**src/rtl/washer_pkg.sv**
```systemverilog
// Shared encodings and widths for the washer program sequencer.
package washer_pkg;

    localparam int unsigned REMAIN_W = 8;

    typedef enum logic [2:0] {
        PH_IDLE  = 3'd0,
        PH_WASH  = 3'd1,
        PH_RINSE = 3'd2,
        PH_SPIN  = 3'd3,
        PH_PAUSE = 3'd4,
        PH_DONE  = 3'd5
    } phase_t;

    typedef enum logic [1:0] {
        MODE_FULL  = 2'd0,
        MODE_QUICK = 2'd1,
        MODE_SPIN  = 2'd2
    } mode_t;

    // Program selection cycles full -> quick -> spin-only -> full.
    function automatic mode_t next_mode(input mode_t m);
        mode_t n;
        case (m)
            MODE_FULL:  n = MODE_QUICK;
            MODE_QUICK: n = MODE_SPIN;
            default:    n = MODE_FULL;
        endcase
        return n;
    endfunction

endpackage

```
**src/rtl/key_edge.sv**
```systemverilog
// Registered rising-edge detector for one debounced key level.
module key_edge (
    input  logic clock,
    input  logic reset_n,
    input  logic key,
    output logic rise
);

    logic prev;

    // Previous-sample flop for the key level.
    always_ff @(posedge clock or negedge reset_n) begin
        if (!reset_n) prev <= 1'b0;
        else          prev <= key;
    end

    assign rise = key & ~prev;

endmodule

```
**src/rtl/washer_ctrl.sv**
```systemverilog
// Washing-machine program sequencer: key handling, phase FSM, seconds
// timer, motor reversal and registered actuator drive.
module washer_ctrl
    import washer_pkg::*;
#(
    parameter int unsigned TICK_DIV  = 100,
    parameter int unsigned WASH_DEF  = 10,
    parameter int unsigned WASH_STEP = 5,
    parameter int unsigned WASH_MAX  = 60,
    parameter int unsigned RINSE_SEC = 10,
    parameter int unsigned SPIN_SEC  = 8,
    parameter int unsigned DIR_SEC   = 2,
    parameter int unsigned BUZZ_SEC  = 3
) (
    input  logic                clock,
    input  logic                reset_n,
    input  logic                start_key,
    input  logic                add_key,
    input  logic                mode_key,
    output logic [1:0]          mode,
    output logic [2:0]          phase,
    output logic [REMAIN_W-1:0] remain,
    output logic                motor_fwd,
    output logic                motor_rev,
    output logic                valve_in,
    output logic                pump_out,
    output logic                buzzer
);

    localparam int unsigned TICK_W = (TICK_DIV > 1) ? $clog2(TICK_DIV) : 1;
    localparam int unsigned DIR_W  = $clog2(2 * DIR_SEC);

    logic start_e, add_e, mode_e;

    key_edge u_start (.clock(clock), .reset_n(reset_n), .key(start_key), .rise(start_e));
    key_edge u_add   (.clock(clock), .reset_n(reset_n), .key(add_key),   .rise(add_e));
    key_edge u_mode  (.clock(clock), .reset_n(reset_n), .key(mode_key),  .rise(mode_e));

    phase_t              phase_q, phase_d, saved_q, saved_d;
    mode_t               mode_q, mode_d;
    logic [REMAIN_W-1:0] wash_q, wash_d, remain_q, remain_d;
    logic [TICK_W-1:0]   tick_q, tick_d;
    logic [DIR_W-1:0]    dir_q, dir_d;
    logic                fwd_d, rev_d, valve_d, pump_d, buzz_d;

    logic                enter;
    phase_t              enter_ph;
    logic                tick_term;
    logic [REMAIN_W:0]   wash_sum;

    // Duration loaded into remain when a phase is entered.
    function automatic logic [REMAIN_W-1:0] phase_len(input phase_t p,
                                                      input logic [REMAIN_W-1:0] w);
        logic [REMAIN_W-1:0] len;
        case (p)
            PH_WASH:  len = w;
            PH_RINSE: len = REMAIN_W'(RINSE_SEC);
            PH_SPIN:  len = REMAIN_W'(SPIN_SEC);
            PH_DONE:  len = REMAIN_W'(BUZZ_SEC);
            default:  len = w;
        endcase
        return len;
    endfunction

    assign tick_term = (tick_q == TICK_W'(TICK_DIV - 1));
    assign wash_sum  = {1'b0, wash_q} + (REMAIN_W + 1)'(WASH_STEP);

    // Next-state logic for phase, timers, settings and actuators.
    always_comb begin
        phase_d  = phase_q;
        saved_d  = saved_q;
        mode_d   = mode_q;
        wash_d   = wash_q;
        remain_d = remain_q;
        tick_d   = tick_q;
        dir_d    = dir_q;
        enter    = 1'b0;
        enter_ph = PH_IDLE;

        case (phase_q)
            PH_IDLE: begin
                if (start_e) begin
                    enter    = 1'b1;
                    enter_ph = (mode_q == MODE_SPIN) ? PH_SPIN : PH_WASH;
                end else begin
                    if (add_e) begin
                        if (wash_sum > (REMAIN_W + 1)'(WASH_MAX))
                            wash_d = REMAIN_W'(WASH_MAX);
                        else
                            wash_d = wash_sum[REMAIN_W-1:0];
                    end else if (mode_e) begin
                        mode_d = next_mode(mode_q);
                    end
                    remain_d = wash_d;
                end
            end
            PH_WASH, PH_RINSE, PH_SPIN, PH_DONE: begin
                if (start_e) begin
                    if (phase_q == PH_DONE) begin
                        enter    = 1'b1;
                        enter_ph = PH_IDLE;
                    end else begin
                        saved_d = phase_q;
                        phase_d = PH_PAUSE;
                    end
                end else begin
                    tick_d = tick_term ? '0 : tick_q + 1'b1;
                    if (tick_term) begin
                        if (phase_q == PH_WASH || phase_q == PH_RINSE)
                            dir_d = (dir_q == DIR_W'(2 * DIR_SEC - 1)) ? '0 : dir_q + 1'b1;
                        if (remain_q == REMAIN_W'(1)) begin
                            enter = 1'b1;
                            case (phase_q)
                                PH_WASH:  enter_ph = (mode_q == MODE_FULL) ? PH_RINSE : PH_SPIN;
                                PH_RINSE: enter_ph = PH_SPIN;
                                PH_SPIN:  enter_ph = PH_DONE;
                                default:  enter_ph = PH_IDLE;
                            endcase
                        end else begin
                            remain_d = remain_q - 1'b1;
                        end
                    end
                end
            end
            PH_PAUSE: begin
                if (start_e) phase_d = saved_q;
            end
            default: phase_d = PH_IDLE;
        endcase

        if (enter) begin
            phase_d  = enter_ph;
            tick_d   = '0;
            dir_d    = '0;
            remain_d = phase_len(enter_ph, wash_q);
        end

        // Actuators follow the upcoming state so they register alongside it.
        fwd_d   = 1'b0;
        rev_d   = 1'b0;
        valve_d = 1'b0;
        pump_d  = 1'b0;
        buzz_d  = 1'b0;
        case (phase_d)
            PH_WASH, PH_RINSE: begin
                fwd_d   = (dir_d <  DIR_W'(DIR_SEC));
                rev_d   = (dir_d >= DIR_W'(DIR_SEC));
                valve_d = (phase_d == PH_RINSE);
            end
            PH_SPIN: begin
                fwd_d  = 1'b1;
                pump_d = 1'b1;
            end
            PH_DONE: buzz_d = 1'b1;
            default: ;
        endcase
    end

    // State and registered output update.
    always_ff @(posedge clock or negedge reset_n) begin
        if (!reset_n) begin
            phase_q   <= PH_IDLE;
            saved_q   <= PH_IDLE;
            mode_q    <= MODE_FULL;
            wash_q    <= REMAIN_W'(WASH_DEF);
            remain_q  <= REMAIN_W'(WASH_DEF);
            tick_q    <= '0;
            dir_q     <= '0;
            motor_fwd <= 1'b0;
            motor_rev <= 1'b0;
            valve_in  <= 1'b0;
            pump_out  <= 1'b0;
            buzzer    <= 1'b0;
        end else begin
            phase_q   <= phase_d;
            saved_q   <= saved_d;
            mode_q    <= mode_d;
            wash_q    <= wash_d;
            remain_q  <= remain_d;
            tick_q    <= tick_d;
            dir_q     <= dir_d;
            motor_fwd <= fwd_d;
            motor_rev <= rev_d;
            valve_in  <= valve_d;
            pump_out  <= pump_d;
            buzzer    <= buzz_d;
        end
    end

    assign phase  = phase_q;
    assign mode   = mode_q;
    assign remain = remain_q;

endmodule
```
**config.mk**
```make
export PLATFORM = sky130hd
export DESIGN_NAME = washer_ctrl
export DESIGN_NICKNAME = d
export VERILOG_FILES = /design/src/rtl/washer_pkg.sv /design/src/rtl/key_edge.sv /design/src/rtl/washer_ctrl.sv
export SDC_FILE = /design/constraint.sdc
export NUM_CORES = 1
export LEC_CHECK = 0
export CAP_MARGIN = 20
export CORE_AREA = 2 2 78 80
export DETAILED_ROUTE_END_ITERATION = 8
export DIE_AREA = 0 0 80 82
export PLACE_DENSITY = 0.64
export SLEW_MARGIN = 20
export SYNTH_ARGS = -nofsm -noshare
export SYNTH_HDL_FRONTEND = slang
export SYNTH_SLANG_ARGS = --single-unit
```
**constraint.sdc**
```tcl
create_clock -name clock -period 3.1 [get_ports clock]
set_input_delay 0.31 -clock clock [delete_from_list [all_inputs] [get_ports clock]]
set_output_delay 0.31 -clock clock [all_outputs]
set_load 0.02 [all_outputs]
```
After elaboration in Yosys (flattened, before gate mapping)
Cells that the tools add are included.
- bitwise gates (word level): 9
- multipliers: 0
- mux-type cells: 44
- reduce and logical (&&, ||, !) cells: 12
- div/mod/pow operators: 0
- add/sub/neg operators: 4
- magnitude comparators: 3
- eq/ne operators: 22
- shift-type cells: 0
- operators with widths (cell ; number):
    $mux W8 ; 7
    $mux W7 ; 4
    $pmux W8 S3 ; 1
    $mux W3 ; 7
    $eq A3 B2 Y1 const B ; 6
    $pmux W3 S3 ; 2
    $mux W2 ; 8
    $pmux W8 S2 ; 1
    $eq A3 B3 Y1 const B ; 4
    $ne A3 B3 Y1 const B ; 4
    $mux W1 ; 10
    $add A8 B3 Y9 const B ; 1
    $gt A9 B6 Y1 const B ; 1
    $eq A8 B1 Y1 const B ; 1
    $sub A8 B1 Y8 const B ; 1
    $add A7 B1 Y7 const B ; 1
    $eq A7 B7 Y1 const B ; 1
    $eq A3 B1 Y1 const B ; 2
    $not A1 Y1 ; 6
    $pmux W3 S2 ; 1
    $reduce_and A5 Y1 ; 1
    $eq A2 B2 Y1 const B ; 2
    $pmux W1 S2 ; 2
    $pmux W2 S2 ; 1
    16 further kinds ; 19
- logic and storage cells: 109
- output and inout port bits: 18
- input bits: 5
- ROM bits: 0
- register bits: 41
- memories: 0
- bits in latches: 0
- bits in writable memories: 0

Longest topological paths before layout
Gate-level depths: netlist of run 1.
- depth after elaboration: 11
- depth in mapped cells: 10
- mapped depth without buffers: 8

Cells and area by module
From an unflattened synthesis of run 1, not the netlist that was laid out.
- cell total of the unflattened synthesis: 277
- area, all modules: 2528.7 µm²
- by module, submodules not included (module ; area each (µm²) ; instances ; cells each):
    washer_ctrl ; 2412.3 ; 1 ; 271
    key_edge ; 38.8 ; 3 ; 2

Worst setup path after synthesis of run 1
OpenSTA, ideal clock, no wires.
- kind: register to register
- from: register remain[0] (netlist name)
- to: register mode_q[0] (netlist: mode[0])
- stages on the path, launching flop included: 9
- arrival: 2495 ps
- setup slack: 480 ps
- library setup time: 125 ps
- cell sequence: dfrtp_1 > ha_1 > or3b_2 > nor4_4 > o221a_2 > buf_6 > nor2_1 > nand4b_1 > mux2_2
- RTL lines (element ; line ; source):
    to (signal assigned) ; washer_ctrl.sv:177 ; mode_q <= mode_d;
    to (decl) ; washer_ctrl.sv:40 ; mode_t mode_q, mode_d;

Worst setup path after layout of run 1
- from: register remain_q[0] (netlist: remain[0])
- to: register remain_q[6] (netlist: remain[6])
- cells in the longest elaborated chain, start to end: 8
- elaborated cells on any way between the ends: 25
- RTL lines (element ; line ; source):
    from (decl) ; washer_ctrl.sv:41 ; logic [REMAIN_W-1:0] wash_q, wash_d, remain_q, remain_d;
    from (signal assigned) ; washer_ctrl.sv:166 ; remain_q <= REMAIN_W'(WASH_DEF);
    from (signal assigned) ; washer_ctrl.sv:179 ; remain_q <= remain_d;
    $eq A8 B1 Y1 ; washer_ctrl.sv:111 ; if (remain_q == REMAIN_W'(1)) begin
    $mux W3 ; washer_ctrl.sv:111 ;
    $mux W3 ; washer_ctrl.sv:108 ; if (tick_term) begin
    $mux W3 ; washer_ctrl.sv:98 ; if (start_e) begin
    $pmux W3 S2 ; washer_ctrl.sv:80 ; case (phase_q)
    $eq A3 B3 Y1 / $eq A3 B2 Y1 (equally long branches) ; washer_ctrl.sv:55 ; case (p)
    $pmux W8 S3 ; washer_ctrl.sv:55 ;
    $mux W8 ; washer_ctrl.sv:131 ; if (enter) begin
Several ways; a longest one is shown, not always the timed one. The select of a mux whose other input is x is not followed.
A chain may end at the register's enable or synchronous reset.

==> flow_summary.toml, run 1 <==
[setup_path]
rrSetupSlack_ns = 0.49
cp-end-kind = "register"
critPathLaunchType = "register"
arrival_ns = 2.83
critPathMaxFanout = 8
cpMaxStageDelayCell = "or3b_2"
cpPeakStageDelay_ns = 0.47
cp_num_buf_inv = 1
path_class = "reg -> reg"
worst_path_dominant_cell_family = "compound AO/OA/AOI/OAI gates"
cp.required_ns = 3.33
cp_cell_sequence = "ha_1, or3b_2, nor4_4, buf_4, o22ai_1, a211oi_2, a22oi_1, a21oi_1"

[drt]
vias_per_cell = 5.715
ant_nets = 0
post-route-drc-count = 0
drtIter0Drc = 194
wl_mm = 5.763
first_pass_iters = 4
wl_per_cell_um = 15.37
vias = 2143

[timing]
hold_violations = 0
fmax_mhz = 383.9
worst_slack_ns = 0.4949
skew_ns = 0.009727
finalSetupViolations = 0
rsz0062_at_grt = "no"
fin_crit_ns = 2.605
timing.final.crit_share = 0.8404
slew_viol_final = 0
slew_headroom = 0.3972
tightest_slew_ns = 0.9042
tns_ns = 0

[power]
peakVddDrop_v = 0.0004442
power_density_mw_per_mm2 = 1006
leakage_uw = 0.001207

[yosys]
ys_ff_latch = 41
syn_inst = 278
synth-edff-count = 0
synth.top_cells.by_area = "dfrtp_1 37%, a21oi_1 5.2%, dfstp_2 4.2%"
synth_flop_cell = "dfrtp_1"
synthArstFlopShare = 1.000
synth-seq-area-share = 0.4114
synth_area_sq_mm = 0.002506
synth_cell_types = 61
ys_warn_count = 0
synth_top_cell_by_area = "dfrtp_1"
synthesis.nets = 289
avgSynthCellArea_sq_um = 9.015
synth_top_area_share = 0.3694

[flow_run]
drv_cap = 0

[floorplan]
die_x_um = 80
start_util = 0.4362
pin_count = 23
dieArea_sq_mm = 0.006560
core_area_sq_mm = 0.005746
placementRows = 28
die_h_um = 82

[clocking]
cts_setup_buffers = 0
cts_sinks = 41
numCtsBuffers = 5
clock_latency_ns = 0.30
hold_buffers = 0
cts.path.max_buffers = 2
root_buffer = "clkbuf_8"
cts_tree = "yes"
htreeDepth = 2
cts_resized = 0
clkSlewWorstSetupHoldPaths_ns = 0.09

[global_routing]
grt_pass1_wl_mm = 9.853
grt_overflow = 0
grt_max_degree = 42
antenna_found_initial = 0
track_usage = 0.1919
grt_pass1_vias = 1955

[layout]
nets = 310
fillCellCount = 562
final_cell_mix = "37 x dfrtp_1, 27 x nand2_1, 26 x a21oi_1, 24 x nor2_1, 21 x clkdlybuf4s50_1"
layout.cells.non_filler = 375
syn_to_final_growth_pct = 15.83
layout_commonest_cell = "dfrtp_1"
drive_above_1_share = 0.1033
antennaDiodeCount = 0

[outcome]
outcome = "complete, no violations"

[place]
place_ws_ns = 0.4597
gp_congestion = 0.8639
hpwl_mm = 4.151
port_buffers = 22
dp_cells = 367

[worst_hold_path]
hold_path.class = "in -> async"
==> path summary, 6_finish.rpt <==
check / start / to / cells after the start
worst max register to register: remain[0] / remain[6] / 8
worst min register to register: tick_q[6] / tick_q[6] / 1
worst min-delay path: reset_n / saved_q[2] / 1
worst max-delay path: remain[0] / remain[6] / 8
min in group clock: mode_key / u_mode.prev / 1
max in group asynchronous: reset_n / wash_q[4] / 1
==> synth_stat cells, types with 2 or more instances <==
master / instances
xnor2_1: 7
a211oi_1: 3
nor3_1: 5
nor4_1: 6
nand4_1: 3
mux2i_1: 3
nand3_1: 7
and3_1: 3
or3_1: 3
xor2_1: 4
a21o_1: 4
dfstp_2: 4
a22oi_1: 5
ha_1: 6
a31oi_1: 7
dfrtp_1: 37
or4_1: 2
a21oi_1: 26
or3b_2: 2
o21ai_2: 2
buf_6: 2
mux2_2: 2
nand2_1: 27
o41ai_1: 2
o221ai_1: 2
nor3b_1: 2
clkbuf_1: 10
inv_1: 10
nor2_1: 24
nand2b_1: 7
nor2b_1: 7
o21ai_0: 10
o22ai_1: 4
a211o_1: 3
==> sequential cells by signal (all words and copies together) (netlist names), 2 cells and up <==
signal / flops
remain: 8
saved_q: 3
wash_q: 8
dir_q: 2
tick_q: 7
mode: 2
phase: 3
==> stage by stage <==
stage / hold WS (ns) / utilization / total power (uW) / area (sq um)
floorplan: 0.01441 / - / 2004 / 2506
global placement: 0.4669 / 0.4852 / 2463 / 2788
detailed placement: 0.4874 / 0.4852 / 2461 / 2788
CTS: 0.1703 / 0.5052 / 2923 / 2903
global route: 0.2081 / 0.5052 / 3153 / 2903
finish: 0.1299 / 0.5052 / 2920 / 2903
==> cell families after synthesis <==
group,count (synthesis),share of synthesized area
simple gates,106,0.2257
mux,5,0.02097
buf+inv,23,0.04094
fa+ha+maj,6,0.02995
xor+xnor,11,0.03844
flops,41,0.4114
compound gates,86,0.2327
==> area by class of cell <==
| type | count | area (sq um) | area share |
|---|---|---|---|
| multi-input cells | 214 | 1373 | 0.4728 |
| flip-flops and latches | 41 | 1031 | 0.3552 |
| repair buffers | 27 | 252.7 | 0.08707 |
| well taps | 75 | 93.84 | 0.03233 |
| clock buffers | 5 | 68.82 | 0.02371 |
| clock inverters | 3 | 46.29 | 0.01595 |
| inverters | 10 | 37.54 | 0.01293 |
==> where the power goes <==
part | switching (uW) | leakage (uW) | internal, uW
Clock | 208 | 0.0000543 | 241
Combinational | 820 | 0.000642 | 643
Sequential | 286 | 0.000510 | 722
==> routing by layer <==
layer  up-vias  part of all wire  wire length (um)  GRT usage
li1       1068                 -                 -          -
met1      1014              0.51              2941     0.2911
met2        55              0.44              2511     0.2817
met3         6             0.043               246    0.03407
met4         0             0.011                64    0.04915
met5         -                 0                 0          0
Power figures use the tool's default switching activity.
==> inputs of run 2 (changes only) <==
- PLACE_DENSITY: 0.64 -> 0.66
- clock period: 3.1 -> 2.2 ns (I/O delays scaled with it)
==> flow_summary.toml, run 2 (same netlist as run 1, synthesis figures left out) <==
[outcome]
outcome = "finished, violations left"
violations = "negative setup slack"

[drt]
post-route-drc-count = 0
vias = 2380
ant_nets = 0
wl_mm = 6.607
vias_per_cell = 5.626
wl_per_cell_um = 15.62
drtIter0Drc = 142
first_pass_iters = 4

[setup_path]
critPathMaxFanout = 7
cp.required_ns = 2.41
cp-end-kind = "register"
critPathLaunchType = "register"
cpPeakStageDelay_ns = 0.56
cpMaxStageDelayCell = "or4b_4"
path_class = "reg -> reg"
cp_cell_sequence = "or4b_4, nor4_4, buf_6, o22ai_1, nand3_1, o311ai_2, buf_4, nor4_2"
arrival_ns = 2.46

[place]
dp_cells = 410
hpwl_mm = 4.697
port_buffers = 22
gp_congestion = 0.9186
place_ws_ns = -0.08169

[global_routing]
grt_max_degree = 42
grt-busiest-layer = "met2"
grt_pass1_wl_mm = 11.14
use_met3 = 0.03516
antenna_found_initial = 0
grt_overflow = 0
grt_use_met1 = 0.2759
track_usage = 0.2165
grt_util_met2 = 0.3725
grt_pass1_vias = 2368

[flow_run]
drv_cap = 0

[layout]
layout.cells.non_filler = 423
nets = 358
fillCellCount = 537
final_cell_mix = "48 x buf_4, 35 x dfrtp_1, 27 x nand2_1, 23 x a21oi_1, 22 x nor2_1"
drive_above_1_share = 0.2874
multi_input_area_sq_mm = 0.001506
syn_to_final_growth_pct = 36.40
regArea_sq_mm = 0.001033
layout_commonest_cell = "buf_4"
antennaDiodeCount = 0

[timing]
rsz0062_at_grt = "yes"
hold_violations = 0
tightest_slew_ns = 0.9308
timing.final.crit_share = 1.024
slew_headroom = 0.3795
slew_viol_final = 0
worst_slack_ns = -0.05272
fin_crit_ns = 2.253
finalSetupViolations = 13
fmax_mhz = 443.9
skew_ns = 0.006811

[worst_hold_path]
hold_path.class = "in -> async"

[power]
leakage_uw = 0.001483
peakVddDrop_v = 0.0008174
power_density_mw_per_mm2 = 1410

[clocking]
cts.path.max_buffers = 2
clkSlewWorstSetupHoldPaths_ns = 0.09
htreeDepth = 2
clock_latency_ns = 0.30
cts_tree = "yes"
cts_sinks = 41
numCtsBuffers = 5
root_buffer = "clkbuf_8"

[floorplan]
pin_count = 23
placementRows = 28
dieArea_sq_mm = 0.006560
core_area_sq_mm = 0.005746
start_util = 0.4362
die_x_um = 80
die_h_um = 82
[run 2: power breakdown]
part           switching (uW)  internal, uW
logic                    1560          1400
clock network             293           340
registers                 206          1020
[run 2: worst max-delay path: cells and delay by family, from the launching register on]
family / cells / cell delay (ns)
flip-flops: 1 / 0.38
AO/OA/AOI/OAI: 2 / 0.19
AND/OR/NAND/NOR: 4 / 1.25
buffers and inverters: 2 / 0.35
[run 2: final cells by class]
cell class | instances | area share
well taps | 75 | 0.02745
flip-flops and latches | 41 | 0.3023
multi-input cells | 214 | 0.4407
clock buffers | 5 | 0.02013
inverters | 10 | 0.01098
clock inverters | 3 | 0.01354
repair buffers | 75 | 0.1848
[run 2: per-layer routing]
metal / wire length [um] / up-vias
met1: 3037 / 1145
met3: 251 / 10
met4: 92 / 0
met5: 0 / -
met2: 3226 / 57
li1: - / 1168
[run 2: through the flow]
stage | hold WS (ns) | utilization | power (uW) | cell area [sq um] | TNS [ns]
final | 0.05688 | 0.5949 | 4820 | 3418 | -0.4635
after global routing | 0.1327 | 0.5949 | 5177 | 3418 | -1.735
after CTS | 0.09221 | 0.5760 | 4722 | 3309 | -0.3603
after detailed placement | 0.4253 | 0.5470 | 3989 | 3143 | -0.5389
after global placement | 0.4163 | 0.5470 | 3950 | 3143 | -0.2261
after floorplan | -0.07559 | - | 2880 | 2539 | -0.9390
[run 2: final timing paths]
kind / from / endpoint / slack, ns / cells after the start
min in group clock: mode_key / u_mode.prev / 0.39 / 1
max: tick_q[4] / motor_rev / -0.05 / 8
max reg2reg: tick_q[4] / motor_rev / -0.05 / 8
min: reset_n / remain[4] / 0.06 / 1
min reg2reg: tick_q[6] / tick_q[6] / 0.49 / 1
max in group asynchronous: reset_n / remain[0] / 1.51 / 1
[run 2: timing repair]
action                                  4_1_cts  5_1_grt
endpoints found under the setup margin       14       24
gates cloned                                  0        0
resized for setup                             8       19
pin swaps                                     3        2
hold buffers                                  0        0
setup buffers                                 2        3
